### src/rtl/digit_serial_adder.sv
// Multi-cycle adder: one DIGIT-bit slice of a WIDTH-bit add per cycle, with
// valid/ready handshakes on both sides and optional signed saturation.
module digit_serial_adder #(
    parameter int WIDTH    = 16,
    parameter int DIGIT    = 4,
    parameter int SATURATE = 1
) (
    input  logic             clk,
    input  logic             rst_n,
    input  logic             in_valid,
    output logic             in_ready,
    input  logic [WIDTH-1:0] a,
    input  logic [WIDTH-1:0] b,
    input  logic             c_in,
    output logic             out_valid,
    input  logic             out_ready,
    output logic [WIDTH-1:0] sum,
    output logic             c_out,
    output logic             ovf
);
    localparam int N  = WIDTH / DIGIT;
    localparam int KW = (N > 1) ? $clog2(N) : 1;
    localparam logic [KW-1:0]    K_LAST  = KW'(N - 1);
    localparam logic [WIDTH-1:0] SAT_MAX = {1'b0, {(WIDTH-1){1'b1}}};
    localparam logic [WIDTH-1:0] SAT_MIN = {1'b1, {(WIDTH-1){1'b0}}};

    typedef enum logic [1:0] {IDLE, RUN, DONE} state_e;

    state_e           state_q, state_d;
    logic [WIDTH-1:0] a_q, a_d, b_q, b_d;
    logic [WIDTH-1:0] res_q, res_d, sum_q, sum_d;
    logic [KW-1:0]    k_q, k_d;
    logic             carry_q, carry_d;
    logic             c_out_q, c_out_d, ovf_q, ovf_d;

    logic [DIGIT-1:0] a_sl, b_sl;
    logic [DIGIT:0]   dsum;
    logic             accept, msb_cin;

    assign a_sl = a_q[int'(k_q)*DIGIT +: DIGIT];
    assign b_sl = b_q[int'(k_q)*DIGIT +: DIGIT];
    assign dsum = {1'b0, a_sl} + {1'b0, b_sl} + {{DIGIT{1'b0}}, carry_q};
    // Carry into the top bit of the slice, recovered from its sum bit.
    assign msb_cin = a_sl[DIGIT-1] ^ b_sl[DIGIT-1] ^ dsum[DIGIT-1];

    assign in_ready  = (state_q == IDLE) || ((state_q == DONE) && out_ready);
    assign accept    = in_valid && in_ready;
    assign out_valid = (state_q == DONE);
    assign sum       = sum_q;
    assign c_out     = c_out_q;
    assign ovf       = ovf_q;

    always_comb begin
        // NOTE: every next-state value defaults to its register first, so no path infers a latch.
        state_d = state_q;
        a_d     = a_q;
        b_d     = b_q;
        res_d   = res_q;
        sum_d   = sum_q;
        k_d     = k_q;
        carry_d = carry_q;
        c_out_d = c_out_q;
        ovf_d   = ovf_q;

        case (state_q)
            RUN: begin
                res_d[int'(k_q)*DIGIT +: DIGIT] = dsum[DIGIT-1:0];
                carry_d = dsum[DIGIT];
                k_d     = k_q + 1'b1;
                if (k_q == K_LAST) begin
                    c_out_d = dsum[DIGIT];
                    ovf_d   = dsum[DIGIT] ^ msb_cin;
                    sum_d   = res_d;
                    if ((SATURATE != 0) && ovf_d)
                        sum_d = a_q[WIDTH-1] ? SAT_MIN : SAT_MAX;
                    state_d = DONE;
                end
            end
            DONE: begin
                if (out_ready && !in_valid)
                    state_d = IDLE;
            end
            default: ;
        endcase

        // Acceptance from IDLE, or from DONE in the same cycle the result leaves.
        if (accept) begin
            a_d     = a;
            b_d     = b;
            carry_d = c_in;
            k_d     = '0;
            state_d = RUN;
        end
    end

    always_ff @(posedge clk or negedge rst_n) begin
        if (!rst_n) begin
            state_q <= IDLE;
            a_q     <= '0;
            b_q     <= '0;
            res_q   <= '0;
            sum_q   <= '0;
            k_q     <= '0;
            carry_q <= 1'b0;
            c_out_q <= 1'b0;
            ovf_q   <= 1'b0;
        end else begin
            // NOTE: non-blocking assignments so every register samples pre-edge values.
            state_q <= state_d;
            a_q     <= a_d;
            b_q     <= b_d;
            res_q   <= res_d;
            sum_q   <= sum_d;
            k_q     <= k_d;
            carry_q <= carry_d;
            c_out_q <= c_out_d;
            ovf_q   <= ovf_d;
        end
    end
endmodule
### config.mk
export PLATFORM = sky130hd
export DESIGN_NAME = digit_serial_adder
export DESIGN_NICKNAME = d
export VERILOG_FILES = /design/src/rtl/digit_serial_adder.sv
export SDC_FILE = /design/constraint.sdc
export NUM_CORES = 1
export LEC_CHECK = 0
export ABC_AREA = 1
export BUFFER_PORTS_ARGS = -buffer_cell sky130_fd_sc_hd__buf_4
export CAP_MARGIN = 30
export CORE_UTILIZATION = 61
export DETAILED_ROUTE_END_ITERATION = 10
export GPL_TIMING_DRIVEN = 0
export PLACE_DENSITY = 0.84
export SYNTH_ARGS = -nofsm -noshare
export SYNTH_HDL_FRONTEND = slang
export SYNTH_SLANG_ARGS = --single-unit
### constraint.sdc
create_clock -name clk -period 8 [get_ports clk]
set_input_delay 0.4 -clock clk [delete_from_list [all_inputs] [get_ports clk]]
set_output_delay 0.4 -clock clk [all_outputs]
set_load 0.005 [all_outputs]
# --- After elaboration in Yosys (flattened, before gate mapping) ---
# Cells that the tools add are included.
op_classes:
  muxes: 11
  n_eq_ne: 5
  n_bitwise: 3
  add_sub_neg: 4
  reduce_logical: 10
  shift: 4
op_table:
  columns: ["cell", "n"]
  rows:
  - ["4-bit negator with 33-bit output", 1]
  - ["4-bit by 33-bit variable shift with 16-bit output (first input constant)", 1]
  - ["4-bit by 33-bit variable part select with 16-bit output", 1]
  - ["16-bit two-way mux", 2]
  - ["16-bit by 5-bit variable part select with 4-bit output", 2]
  - ["16-bit bitwise mux", 1]
  - ["2-bit two-way mux", 5]
  - ["4-bit by 4-bit adder with 5-bit output", 1]
  - ["5-bit by 1-bit adder with 5-bit output", 1]
  - ["2-bit == test (second input constant)", 2]
  - ["2-bit one-hot mux with 2 select lines", 1]
  - ["1-bit logical AND", 3]
  - ["3-bit by 1-bit != test with 1-bit output (second input constant)", 1]
  - ["3-bit != test (second input constant)", 1]
  - ["3-bit AND reduction", 1]
  - ["3-bit nonzero test", 1]
  - ["1-bit XOR", 3]
  - ["2-bit by 1-bit adder with 2-bit output (second input constant)", 1]
  - ["2-bit by 1-bit == test with 1-bit output (second input constant)", 1]
  - ["2-bit logical NOT", 1]
  - ["1-bit two-way mux", 2]
  - ["2-bit AND reduction", 1]
  - ["2-bit nonzero test", 1]
  - ["1-bit logical NOT", 1]
  - ["1-bit logical OR", 1]
totals:
  regBits: 71
  output_inout_bits: 20
  inputBits: 37
  elab_cells: 46

# --- Longest topological paths before layout ---
logic_depth:
  ltp_word: 6
  mapped_depth: 15
  mapped_depth_nobuf: 13

# --- Worst setup path after synthesis ---
# No wires, ideal clock.
synth_path:
  path_kind: "reg2reg"
  startpoint: "reg k_q[0]"
  endpoint: "reg sum_q[0] (netlist: sum[0])"
  path_stages_with_launch: 14
  n_path_buf: 2
  slack_ns: 5.114
  t_arrival_ns: 2.749
  required_time_ns: 7.864
  setup_ns: 0.136
  period_less_slack_ns: 2.886
  cell_sequence: "dfrtp_1 -> inv_1 -> clkbuf_1 -> clkbuf_1 -> nor2_1 -> o22ai_1 -> fa_1 -> fa_1 -> a21oi_1 -> o21bai_2 -> xnor2_1 -> nand2_1 -> nand2_1 -> a21boi_0"
synth_via:
  elab_chain_len: 6
  word_cells_on_any_way: 14
  cone_classes: "3 x add/sub; 1 x eq/ne; 4 x shift; 2 x mux; 3 x bitwise; 1 x reduce/logical"
synth_lines:
  columns: ["element", "line_no", "text"]
  rows:
  - ["from (decl)", "32", "logic [KW-1:0] k_q, k_d;"]
  - ["from (signal assigned)", "114", "k_q <= k_d;"]
  - ["16-bit by 5-bit variable part select with 4-bit output, on equally long branches", "40, 41", null]
  - ["4-bit by 4-bit adder with 5-bit output", "42", "assign dsum = {1'b0, a_sl} + {1'b0, b_sl} + {{DIGIT{1'b0}}, carry_q};"]
  - ["5-bit by 1-bit adder with 5-bit output", "42", null]
  - ["4-bit by 33-bit variable part select with 16-bit output or 1-bit XOR (tied branches)", "67, 44", null]
  - ["16-bit bitwise mux or 1-bit XOR (tied branches)", "67, 72", null]
  - ["16-bit two-way mux", "74", "if ((SATURATE != 0) && ovf_d)"]
  - ["to (signal assigned)", "113", "sum_q <= sum_d;"]
  - ["to (decl)", "31", "logic [WIDTH-1:0] res_q, res_d, sum_q, sum_d;"]
# Several ways; a longest one is shown, not always the timed one.
# A chain may end at the register's enable or synchronous reset.

# --- Final worst setup path ---
# Ends and elaborated chain as after synthesis.

==> metrics <==
final hold violation count=0; Max Clock Freq=281 MHz; Initial Util=0.638; HPWL Detailed=roughly 5400 um; PnR worst setup slack=4.44 ns; worst min path class=input pin to asynchronous set/reset pin; share of Yosys cell area claimed by the top area cell type=0.503; fraction of layout cells with a size suffix above 1=0.286; compound-gate portion of the synthesized area=0.124; max_slew headroom=0.431; Vias=2731; main combinational cell family by area after synthesis=simple AND/OR/NAND/NOR gates; CP Max Fanout=12; TritonCTS Buffers=9; CP Class=register to register; fin crit share=0.445; Routed Antenna Nets=0; routability congestion estimate=0.869; largest net degree at the start of global routing=72; Worst Tran Pin Value=0.853 ns; Core Area=5540 um2; WL/cell=~15 um; antenna cells=0; H-tree levels=3; Yosys top cell by area=dfrtp_1; synth warn=0; RSZ-0062 raised after global routing=false; Vias per Instance=5.55; final setup vio count=0; flop and latch count out of synthesis=71; maximum vdd drop=between 300 and 400 uV; CP arrival=approximately 3.8 ns; Clk pin slew, worst setup/hold paths=roughly 0.07 ns; initial antenna violation count=0; sequential area share after synthesis=0.503; Syn-to-layout area delta=18.7%; Main synth FF type=dfrtp_1; Iteration-0 DRC Markers=152; Core Rows=27; nature of the critical path startpoint=register; CTS max path bufs=2; Async SR Flop Fraction=1.00; Post-Synth Simple-Gate Area=0.141; filler instances=406; pre-CTS setup slack=4.47 ns; Total Wirelength=roughly 7500 um; port bufs=56; EDFF count, synth=0; number of global-route vias before repair=around 2800; Syn Inst Count=348; Setup Fix Bufs, Post-CTS=0; Post-CTS Resized=0; drc violations=0; maxcap violations=0; Final Max Slew Viols=0; Tot Pwr=1970 uW; CTS Hold Bufs=0; CTS tree=built; first-pass GRT wire length=13000 um; Setup crit end kind=register; Post-Synth Adder-Cell Area=0.0432; CTS root buffer=clkbuf_8; # IOs=57; Syn Std Cell Area=between 3000 and 4000 um2; 1st-pass router iterations=4; die area=roughly 6100 um2; clk_lat worst skew=0.35 ns; Synth Area per Inst=10.2 um2; CTS sink cnt=71; Final Critical Period=between 3 and 4 ns; Post-Syn Nets=396; clk_skew=a little under 0.005 ns; count of cell types in the netlist=28; GRT Residual Overflow=0; status=finished, final reports clean; Tot GR Track Use=0.280; Lkg Pwr=0.00206 uW; required time of the critical path=8.21 ns; mux share of post-synthesis cell area=0.130; Die X=78.1 um; PwrDens=470 nW/um2; Post-Route Setup TNS=0 ns; Final Net Count=463; XOR/XNOR Fraction of Synth Area=0.00496; top post-synthesis cells by area=dfrtp_1 (50%), mux2_4 (11%), nand2_1 (6.1%); chip height=78.1 um
## per-stage QoR
stage                     utilization  cell area (um2)  hold slack, ns  instances
after floorplan                     -             3530           0.104        348
after global routing            0.757             4200           0.236        492
final                           0.757             4200           0.168        492
after global placement          0.730             4050           0.466        476
after detailed placement        0.730             4050           0.479        476
after CTS                       0.757             4200           0.192        492
## cell usage after synthesis, types with 2 or more instances
cell type / count
o32ai_1: 3
fa_1: 2
mux2_2: 6
inv_1: 30
or2_2: 10
nor2_1: 24
a21oi_1: 4
o21ai_0: 36
clkbuf_1: 8
o22ai_1: 19
xnor2_1: 2
buf_2: 2
ha_1: 9
a21boi_0: 8
nand2_1: 57
dfrtp_1: 71
nor2_4: 2
mux2_4: 26
buf_6: 3
nand3_1: 18
## final timing paths
check                               startpoint               endpoint  slack, ns  depth (start not counted)
max                         k_q[0]$_DFFE_PN0P_     sum[0]$_DFFE_PN0P_       4.44                         13
min                                      rst_n  res_q[13]$_DFFE_PN0P_       0.17                          1
max reg2reg                 k_q[0]$_DFFE_PN0P_     sum[0]$_DFFE_PN0P_       4.44                         13
min reg2reg                sum[15]$_DFFE_PN0P_    sum[15]$_DFFE_PN0P_       0.50                          2
max in group asynchronous                rst_n     a_q[3]$_DFFE_PN0P_       7.29                          1
min in group clk                         b[11]    b_q[11]$_DFFE_PN0P_       0.28                          2
## worst max-delay path: stages (launching register included)
cell and delay (ns):
dfrtp_1 0.43, inv_1 0.11, clkbuf_1 0.23, clkbuf_1 0.33, nor2_1 0.18, o22ai_1 0.15, fa_1 0.46, fa_1 0.41
a21oi_1 0.19, o21bai_2 0.11, xnor2_1 0.25, nand2_1 0.14, nand2_1 0.28, a21boi_0 0.15
## sequential cells by signal (all words and copies together) (netlist names)
register  count
carry_q       1
k_q           2
res_q        16
a_q          16
sum          16
ovf           1
c_out         1
b_q          16
state_q       2
## metal layers
| layer | wire, um | global-route usage |
|---|---|---|
| met5 | 0 | 0 |
| met4 | 167 | 0.120 |
| met3 | 331 | 0.0605 |
| met2 | 3840 | 0.485 |
| met1 | 3200 | 0.335 |
## logic make-up (layout without fill, tap and decap cells)
family | count (synthesis) | count (layout)
and+or+nand+nor | 113 | 113
AOI/OAI and AO/OA | 74 | 74
DFF | 71 | 71
buffers and inverters | 45 | 117
muxes | 32 | 32
adders and majority gates | 11 | 11
xor gates and xnor gates | 2 | 2
## cell usage in the layout, fill, tap and decap left out, types with 2 or more instances in the layout
cell,count
a21boi_0,8
a21oi_1,4
buf_2,2
buf_4,56
buf_6,3
clkbuf_1,14
clkbuf_8,9
dfrtp_1,71
fa_1,2
ha_1,9
inv_1,30
mux2_2,6
mux2_4,26
nand2_1,57
nand3_1,18
nor2_1,24
nor2_4,2
o21ai_0,36
o22ai_1,19
o32ai_1,3
or2_2,10
xnor2_1,2
## power by group
part           leakage, uW  total (uW)  switching (uW)  internal [uW]
registers         0.000876         633             106            527
logic              0.00110        1100             611            488
clock network    0.0000757         239             126            113
## cell type report
type | instances | area [um2] | share of cell area
Inverter | 32 | 120 | 0.0286
Buffer | 13 | 73.8 | 0.0176
Clock inverter | 1 | 5.00 | 0.00119
Sequential cell | 71 | 1780 | 0.423
Multi-Input combinational cell | 232 | 1560 | 0.373
Clock buffer | 15 | 146 | 0.0349
Tap cell | 72 | 90.1 | 0.0215
Timing Repair Buffer | 56 | 420 | 0.100
No activity file was read; power rests on OpenSTA's default activity.
